$ cat config.mk
export PLATFORM = sky130hd
export DESIGN_NAME = sync_rx_pkt_fifo
export DESIGN_NICKNAME = d
export VERILOG_FILES = /design/src/rtl/sync_rx_pkt_fifo_pkg.sv /design/src/rtl/sync_pkt_fifo_ram.sv /design/src/rtl/sync_rx_pkt_fifo.sv
export SDC_FILE = /design/constraint.sdc
export NUM_CORES = 2
export LEC_CHECK = 0
export ABC_AREA = 1
export BUFFER_PORTS_ARGS = -buffer_cell sky130_fd_sc_hd__buf_4
export CAP_MARGIN = 15
export CORE_ASPECT_RATIO = 0.75
export CORE_MARGIN = 10
export CORE_UTILIZATION = 40
export DETAILED_ROUTE_END_ITERATION = 16
export SYNTH_ARGS = -nofsm -noshare
export SYNTH_HDL_FRONTEND = slang
export SYNTH_SLANG_ARGS = --single-unit
$ cat constraint.sdc
create_clock -name CLK -period 3.14 [get_ports CLK]
set_input_delay 0.785 -clock CLK [delete_from_list [all_inputs] [get_ports CLK]]
set_output_delay 0.785 -clock CLK [all_outputs]
set_load 0.02 [all_outputs]
$ cat src/rtl/sync_rx_pkt_fifo_pkg.sv
// ----------------------------------------------------------------------------
// sync_rx_pkt_fifo_pkg
// Shared definitions for the single-clock packet FIFOs (RX and TX side):
// receive FSM state encodings and default data/address widths.
// No ports (package).
// ----------------------------------------------------------------------------
package sync_rx_pkt_fifo_pkg;

    localparam int DEF_DSIZE = 8;
    localparam int DEF_ASIZE = 9;

    typedef enum logic [1:0] {
        IDLE = 2'd0,
        RECV = 2'd1,
        DROP = 2'd2
    } rx_state_t;

endpackage

$ cat src/rtl/sync_pkt_fifo_ram.sv
// ----------------------------------------------------------------------------
// sync_pkt_fifo_ram
// Simple dual-port RAM for the packet FIFOs: synchronous write port,
// registered read port with read enable. The array itself has no reset so it
// maps onto block RAM; only the read data register is cleared by RSTn.
// Ports:
//   CLK      clock
//   RSTn     asynchronous active-low reset (read data register only)
//   wr_en    write strobe
//   wr_addr  write address
//   wr_data  write data
//   rd_en    read strobe; rd_data updates on the next edge, otherwise holds
//   rd_addr  read address
//   rd_data  registered read data
// ----------------------------------------------------------------------------
module sync_pkt_fifo_ram #(
    parameter int DSIZE = 8,
    parameter int ASIZE = 9
) (
    input  logic             CLK,
    input  logic             RSTn,
    input  logic             wr_en,
    input  logic [ASIZE-1:0] wr_addr,
    input  logic [DSIZE-1:0] wr_data,
    input  logic             rd_en,
    input  logic [ASIZE-1:0] rd_addr,
    output logic [DSIZE-1:0] rd_data
);

    logic [DSIZE-1:0] mem [0:(2**ASIZE)-1];

    always_ff @(posedge CLK) begin
        if (wr_en)
            mem[wr_addr] <= wr_data;
    end

    always_ff @(posedge CLK or negedge RSTn) begin
        if (!RSTn)
            rd_data <= '0;
        else if (rd_en)
            rd_data <= mem[rd_addr];
    end

endmodule

$ cat src/rtl/sync_rx_pkt_fifo.sv
// ----------------------------------------------------------------------------
// sync_rx_pkt_fifo
// Receive packet FIFO between the USB packet receiver and the application.
// Bytes are written speculatively at wp; a packet only becomes readable when
// the receiver commits it with pktfin (pkt_wp catches up to wp). CRC error,
// overflow or abort roll wp back to pkt_wp.
// Ports:
//   CLK, RSTn   clock, asynchronous active-low reset
//   rxact       receiver packet active (high for the whole packet)
//   write/iData received byte and its valid
//   pktfin      pulse: commit current packet
//   pkterr      pulse: discard current packet
//   read/oData  pop one committed byte; oData valid one cycle later, then held
//   rdnum       committed bytes available (registered, one cycle behind)
//   full        write side full, uncommitted bytes included
//   empty       no committed bytes
//   pkt_ok      pulse after a commit
//   pkt_drop    pulse after a rollback
// ----------------------------------------------------------------------------
module sync_rx_pkt_fifo
    import sync_rx_pkt_fifo_pkg::*;
#(
    parameter int DSIZE = DEF_DSIZE,
    parameter int ASIZE = DEF_ASIZE
) (
    input  logic             CLK,
    input  logic             RSTn,
    input  logic             rxact,
    input  logic             write,
    input  logic [DSIZE-1:0] iData,
    input  logic             pktfin,
    input  logic             pkterr,
    input  logic             read,
    output logic [DSIZE-1:0] oData,
    output logic [ASIZE:0]   rdnum,
    output logic             full,
    output logic             empty,
    output logic             pkt_ok,
    output logic             pkt_drop
);

    localparam logic [ASIZE:0] PTR_ONE = {{ASIZE{1'b0}}, 1'b1};

    rx_state_t      state, state_nxt;
    logic [ASIZE:0] wp, pkt_wp, rp;
    logic [ASIZE:0] wp_nxt, pkt_wp_nxt;
    logic           rxact_d0, rxact_rise, rxact_fall;
    logic           wr_accept, rd_accept, overflow;
    logic           ok_nxt, drop_nxt;

    // Full compares against the speculative pointer, so uncommitted bytes
    // count; empty compares against the committed pointer, so a reader can
    // never reach bytes that may still be rolled back.
    assign full       = (wp[ASIZE] ^ rp[ASIZE]) & (wp[ASIZE-1:0] == rp[ASIZE-1:0]);
    assign empty      = (pkt_wp == rp);
    assign rxact_rise = rxact & ~rxact_d0;
    assign rxact_fall = rxact_d0 & ~rxact;
    assign wr_accept  = (state == RECV) & write & ~full;
    assign overflow   = (state == RECV) & write & full;
    assign rd_accept  = read & ~empty;

    sync_pkt_fifo_ram #(
        .DSIZE(DSIZE),
        .ASIZE(ASIZE)
    ) u_ram (
        .CLK    (CLK),
        .RSTn   (RSTn),
        .wr_en  (wr_accept),
        .wr_addr(wp[ASIZE-1:0]),
        .wr_data(iData),
        .rd_en  (rd_accept),
        .rd_addr(rp[ASIZE-1:0]),
        .rd_data(oData)
    );

    always_ff @(posedge CLK or negedge RSTn) begin
        if (!RSTn)
            state <= IDLE;
        else
            state <= state_nxt;
    end

    // Same-cycle priority in RECV: overflow, then pkterr, then pktfin, then abort.
    always_comb begin
        state_nxt = state;
        case (state)
            IDLE: if (rxact_rise) state_nxt = RECV;
            RECV: begin
                if (overflow || pkterr)
                    state_nxt = DROP;
                else if (pktfin || rxact_fall)
                    state_nxt = IDLE;
            end
            DROP: if (rxact_fall) state_nxt = IDLE;
            default: state_nxt = IDLE;
        endcase
    end

    // Pointer updates and status pulses. A write accepted together with
    // pktfin belongs to the committed packet; one accepted with pkterr or
    // an abort is discarded by the rollback.
    always_comb begin
        wp_nxt     = wp;
        pkt_wp_nxt = pkt_wp;
        ok_nxt     = 1'b0;
        drop_nxt   = 1'b0;
        if (state == RECV) begin
            if (overflow || pkterr) begin
                wp_nxt   = pkt_wp;
                drop_nxt = 1'b1;
            end else if (pktfin) begin
                wp_nxt     = wr_accept ? wp + PTR_ONE : wp;
                pkt_wp_nxt = wr_accept ? wp + PTR_ONE : wp;
                ok_nxt     = 1'b1;
            end else if (rxact_fall) begin
                wp_nxt   = pkt_wp;
                drop_nxt = 1'b1;
            end else if (wr_accept) begin
                wp_nxt = wp + PTR_ONE;
            end
        end
    end

    always_ff @(posedge CLK or negedge RSTn) begin
        if (!RSTn) begin
            wp       <= '0;
            pkt_wp   <= '0;
            rp       <= '0;
            rxact_d0 <= 1'b0;
            rdnum    <= '0;
            pkt_ok   <= 1'b0;
            pkt_drop <= 1'b0;
        end else begin
            wp       <= wp_nxt;
            pkt_wp   <= pkt_wp_nxt;
            rxact_d0 <= rxact;
            rdnum    <= pkt_wp - rp;
            pkt_ok   <= ok_nxt;
            pkt_drop <= drop_nxt;
            if (rd_accept)
                rp <= rp + PTR_ONE;
        end
    end

endmodule

# After elaboration in Yosys (flattened, before gate mapping)

Memories as Yosys holds them, arrays and structs flattened. A register that Yosys moved wholly into a read port is not among the register bits.
Index checks and enable logic that the tools add are counted.

Output and inout port bits: 22
Memories: 1
RAM bits: 4096
Flip-flop bits (word level): 45
Bits of input ports: 15
Logic and storage cells: 56

Memories:

| memory    | depth | width | read ports | clocked after Yosys merged registers in | write ports | line                    | text |
|---|---|---|---|---|---|---|---|
| u_ram.mem | 512   | 8     | 1          | 1                                       | 1           | sync_pkt_fifo_ram.sv:30 | `logic [DSIZE-1:0] mem [0:(2**ASIZE)-1];` |

Bitwise operators: 13
Mux-type cells: 18
Reductions and logical operators: 6
Equal/unequal tests: 7
$add $sub $neg: 3

Operator list:

| operator                                            | count |
|---|---|
| two-way mux 10 bit                                  | 4 |
| adder 10 x 1 -> 10 bit, second input constant       | 2 |
| equality test 10 bit                                | 1 |
| subtractor 10 bit                                   | 1 |
| equality test 9 bit                                 | 1 |
| two-way mux 1 bit                                   | 9 |
| two-way mux 2 bit                                   | 4 |
| AND 1 bit                                           | 7 |
| case mux 2 bit (3 select lines)                     | 1 |
| AND reduction 3 bit                                 | 2 |
| NOT 1 bit                                           | 5 |
| != test 2 bit, second input constant                | 2 |
| != test 3 x 1 -> 1 bit, second input constant       | 1 |
| equality test 2 x 1 -> 1 bit, second input constant | 1 |
| equality test 2 bit, second input constant          | 1 |
| logical NOT 2 bit                                   | 1 |
| logical OR 1 bit                                    | 2 |
| logical NOT 1 bit                                   | 1 |
| XOR 1 bit                                           | 1 |

# Depth between registers and ports, before layout

Word-level depth: 8
Depth in mapped cells: 18
Mapped depth without buffers: 15

# By module

From an unflattened synthesis, not the netlist that was laid out.

Cells, all modules: 14265
Area total of the unflattened synthesis: 168985.8 µm²

Modules (own cells, without submodules):

| module            | cells each | sequential area each (µm²) | instances | area each (µm²) |
|---|---|---|---|---|
| sync_pkt_fifo_ram | 13917      | 123198.2                   | 1         | 166263.2 |
| sync_rx_pkt_fifo  | 348        | 1126.1                     | 1         | 2722.6 |

# Least setup slack after synthesis

OpenSTA, ideal clock, no wires.

Path type: register to output
Start: register rp[7]
End: output port empty
Arrival: 1.907 ns
Required time: 2.355 ns
Buffers on the path: 2
Slack: 0.448 ns
Cell stages (with the launch flop): 9
Cell sequence: dfrtp_1 clkbuf_1 clkinv_1 buf_2 ha_1 inv_1 nor3_1 nand3_1 inv_1

Word-level cells in the longest chain between the ends: 1

Ends and longest elaborated chain:

| element                | line                    | text |
|---|---|---|
| from (decl)            | sync_rx_pkt_fifo.sv:45  | `logic [ASIZE:0] wp, pkt_wp, rp;` |
| from (signal assigned) | sync_rx_pkt_fifo.sv:141 | `rp <= rp + PTR_ONE;` |
| equality test 10 bit   | sync_rx_pkt_fifo.sv:55  | `assign empty = (pkt_wp == rp);` |
| to (decl)              | sync_rx_pkt_fifo.sv:37  | `output logic empty,` |

Every way passes these cells.

# Worst setup path in the final report

Start: register rp[0]
End: output port full

Word-level cells in the longest chain between the ends: 2

Ends and longest elaborated chain:

| element             | line                   | text |
|---|---|---|
| equality test 9 bit | sync_rx_pkt_fifo.sv:54 | `assign full = (wp[ASIZE] ^ rp[ASIZE]) & (wp[ASIZE-1:0] == rp[ASIZE-1:0]);` |
| AND 1 bit           | sync_rx_pkt_fifo.sv:54 |  |
| to (decl)           | sync_rx_pkt_fifo.sv:36 | `output logic full,` |

Every way passes these cells.

==> results.md <==
* Die width at 772 um
* Commonest non-fill, non-tap cell in the layout: nand2_1
* Synth top area cells: edfxtp_1 73%, nand2_1 11%, nand3_1 9.9%, buf_2 1.7%, nor2_1 1.2%
* Core area at between 400000 and 500000 um2
* Setup violators final at 6
* Setup Skew at 0.0547 ns
* Ys flop type: edfxtp_1
* Initial antenna violation count at 22
* DR vias at ~120k
* Worst path cell trace: buf_12, buf_16, xor2_4, nor4_4, nand2_2, buf_6, inv_4, buf_6
* H-tree depth at 5
* Gp weighted congestion at 0.884
* CTS buffer count at 389
* Crit Path Max Fanout at 4
* CP Data Required Time at roughly 2.4 ns
* Sequential area share after synthesis at between 70% and 80%
* Num ports at 37
* Post-synth EDFFs at a little over 4000
* Crit-path max cell delay at ~0.50 ns
* Hold Crit Class: primary input to register
* P_leak at about 0.071 uW
* Total chip power at ~180000 uW
* Highest-count cells in the layout ignoring fill and taps: 4967 x nand2_1, 4096 x edfxtp_1, 3075 x nand3_1, 651 x buf_4, 419 x clkbuf_16
* Worst-Skew Late Latency at between 0.9 and 1 ns
* CTS tree: built
* Vias in the first global route at roughly 110k
* Violated checks: negative setup slack
* PD cells at 906 nW/um2
* Final HPWL from detailed placement at around 310 mm
* Post-Syn Area at around 170000 um2
* Dpl cells at 20000
* Slew Viols, Final at 0
* Post-synth ARST share at under 10%
* Layout Cells excl Fill at around 21000
* Antenna-violating nets left at 0
* Root Driver: clkbuf_16
* Finished Core Util at a little under half
* GRT Overall Usage at between 20% and 30%
* Initial DRC count at approximately 17000
* Post-Route WL at approximately 530 mm
* DRT met1 WL at 228 mm
* Global route total overflow at 0
* Slew @ Worst Pin at between 0.9 and 1 ns
* Pre-CTS setup slack at -0.333 ns
* Critical path's most frequent cell: buf_6
* Avg Inst Size Synth at 11.8 um2
* Global-route wire length before repair at around 750 mm
* Max Cap Viol at 0
* Final worst path period share at 111%
* Pin count of the biggest net entering global routing at approximately 130
* # port buffers at 36
* Clk slew on worst S/H paths at 0.07 ns
* RSZ-0062 raised after global routing: true
* Post-synthesis net count at about 14000
* Yosys cell types at 46
* Fmax at 0.287 GHz
* Cell taking the most area after synthesis: edfxtp_1
* Met2 wire length at about 220 mm
* Outcome: complete, but fails checks
* Drt first pass iters at 8
* Yosys top cell area share at between 70% and 80%
* Synth warn at 0
* Arrival time at the worst endpoint at about 2.7 ns
* Peak VDD IR at around 820 uV
* Final hold violations at 0
* Drt wl/cell at roughly 25 um
* Register bit count reported by yosys at approximately 4100
* WL met3 at approximately 64 mm
* Relative slew slack at between 30% and 40%
* Drt drc at 0
* Slowest CP cell: dfrtp_4
* Hold slack at 0.228 ns
* CTS Buffer Depth at 4
* Crit path kind: register to primary output
* Worst reg-to-reg setup slack at -0.14 ns
* Crit path time final at 3.48 ns
* DR vias/cell at approximately 5.6
* Synth Instances at 14400
* Die ar. at ~450000 um2
* Die Y-Extent at roughly 600 um
* Nets at 14900
* CP Capture Type: primary output
* Layout overhead on the synthesized area at 17.7%
* Worst Setup Start Kind: register
* Top sig layer: met5
* Layout cell share with drive strength beyond 1 at between 10% and 20%
* Initial Util at between 40% and 50%
* Clk sink count at roughly 4100
* Setup slack after layout at -0.341 ns
* # rows at roughly 210
-- worst max-delay path, delay by kind of cell (launching register included) --
family | cells | cell delay [ns]
buffers and inverters | 5 | 0.60
flip-flops | 1 | 0.50
XOR/XNOR | 1 | 0.18
AND/OR/NAND/NOR | 2 | 0.46
-- sequential cells by signal, indices dropped and copies added (netlist names), 2 cells and up --
register / cells
state: 2
pkt_wp: 10
rdnum: 10
u_ram.mem: 4096
u_ram.rd_data: 8
wp: 10
rp: 10
-- final cells by class --
type	count	area, um2
fillers	37100	222000
flip-flops and latches	4149	124000
multi-input cells	9248	42800
repair buffers	1039	12700
clock buffers	496	10400
well taps	5616	7030
clock inverters	208	1910
inverters	50	292
repair inverters	3	31.3
diodes	7	17.5
-- report_power, final --
group	switching [uW]	internal, uW
Clock	21000	25900
Sequential	636	61200
Combinational	49400	22600
-- synthesized netlist by cell type (12+ instances only) --
cell / number
nand2_1: 4972
edfxtp_1: 4096
nand3_1: 3343
buf_2: 583
nor2_1: 536
a21oi_1: 257
buf_4: 160
clkbuf_1: 142
buf_1: 63
dfrtp_1: 53
inv_1: 36
xor2_1: 27
buf_6: 25
ha_1: 14
nor2_2: 13
a21boi_0: 12
o211ai_1: 12
-- path summary, 6_finish.rpt --
kind	start	to	cells after the start
min in group asynchronous	RSTn	pkt_drop	2
min reg2reg	pkt_wp[0]	pkt_wp[0]	2
max in group asynchronous	RSTn	rp[1]	2
max reg2reg	rp[0]	u_ram.rd_data[7]	20
max	rp[0]	full	8
min	iData[5]	u_ram.mem[69][5]	1
-- layer usage --
layer	global-route usage, %	vias up
met4	5.55	8
met5	0	-
met3	5.04	721
li1	-	51700
met1	34.5	57200
met2	31.2	6434
-- what timing repair did --
action                     in CTS  in global routing
resized for setup             247                572
hold buffers                    2                  0
hold endpoints to repair       54                  0
gates cloned                   15                 30
setup endpoints to repair      70               1578
setup buffers                  31                 35
pin swaps                       7                 75
-- cell families (layout without fill, tap and decap cells) --
family                   after synthesis  after routing  share of synthesized area [%]
AO/OA/AOI/OAI                        307            307                          0.959
other                                  0              7                              0
flip-flops                          4149           4149                           73.3
buffers and inverters               1025           1796                           3.18
XOR/XNOR                              30             30                          0.155
adder cells (fa/ha/maj)               15             15                          0.115
AND/OR/NAND/NOR                     8896           8896                           22.3
-- stage by stage --
| stage | setup TNS [ns] | instance area [um2] |
|---|---|---|
| final | -0.825 | 200000 |
| after global routing | -1.65 | 200000 |
| after CTS | -1.15 | 196000 |
| after detailed placement | -2.19 | 182000 |
| after global placement | -2.14 | 182000 |
| after floorplan | 0 | 170000 |
Power figures use the tool's default switching activity.
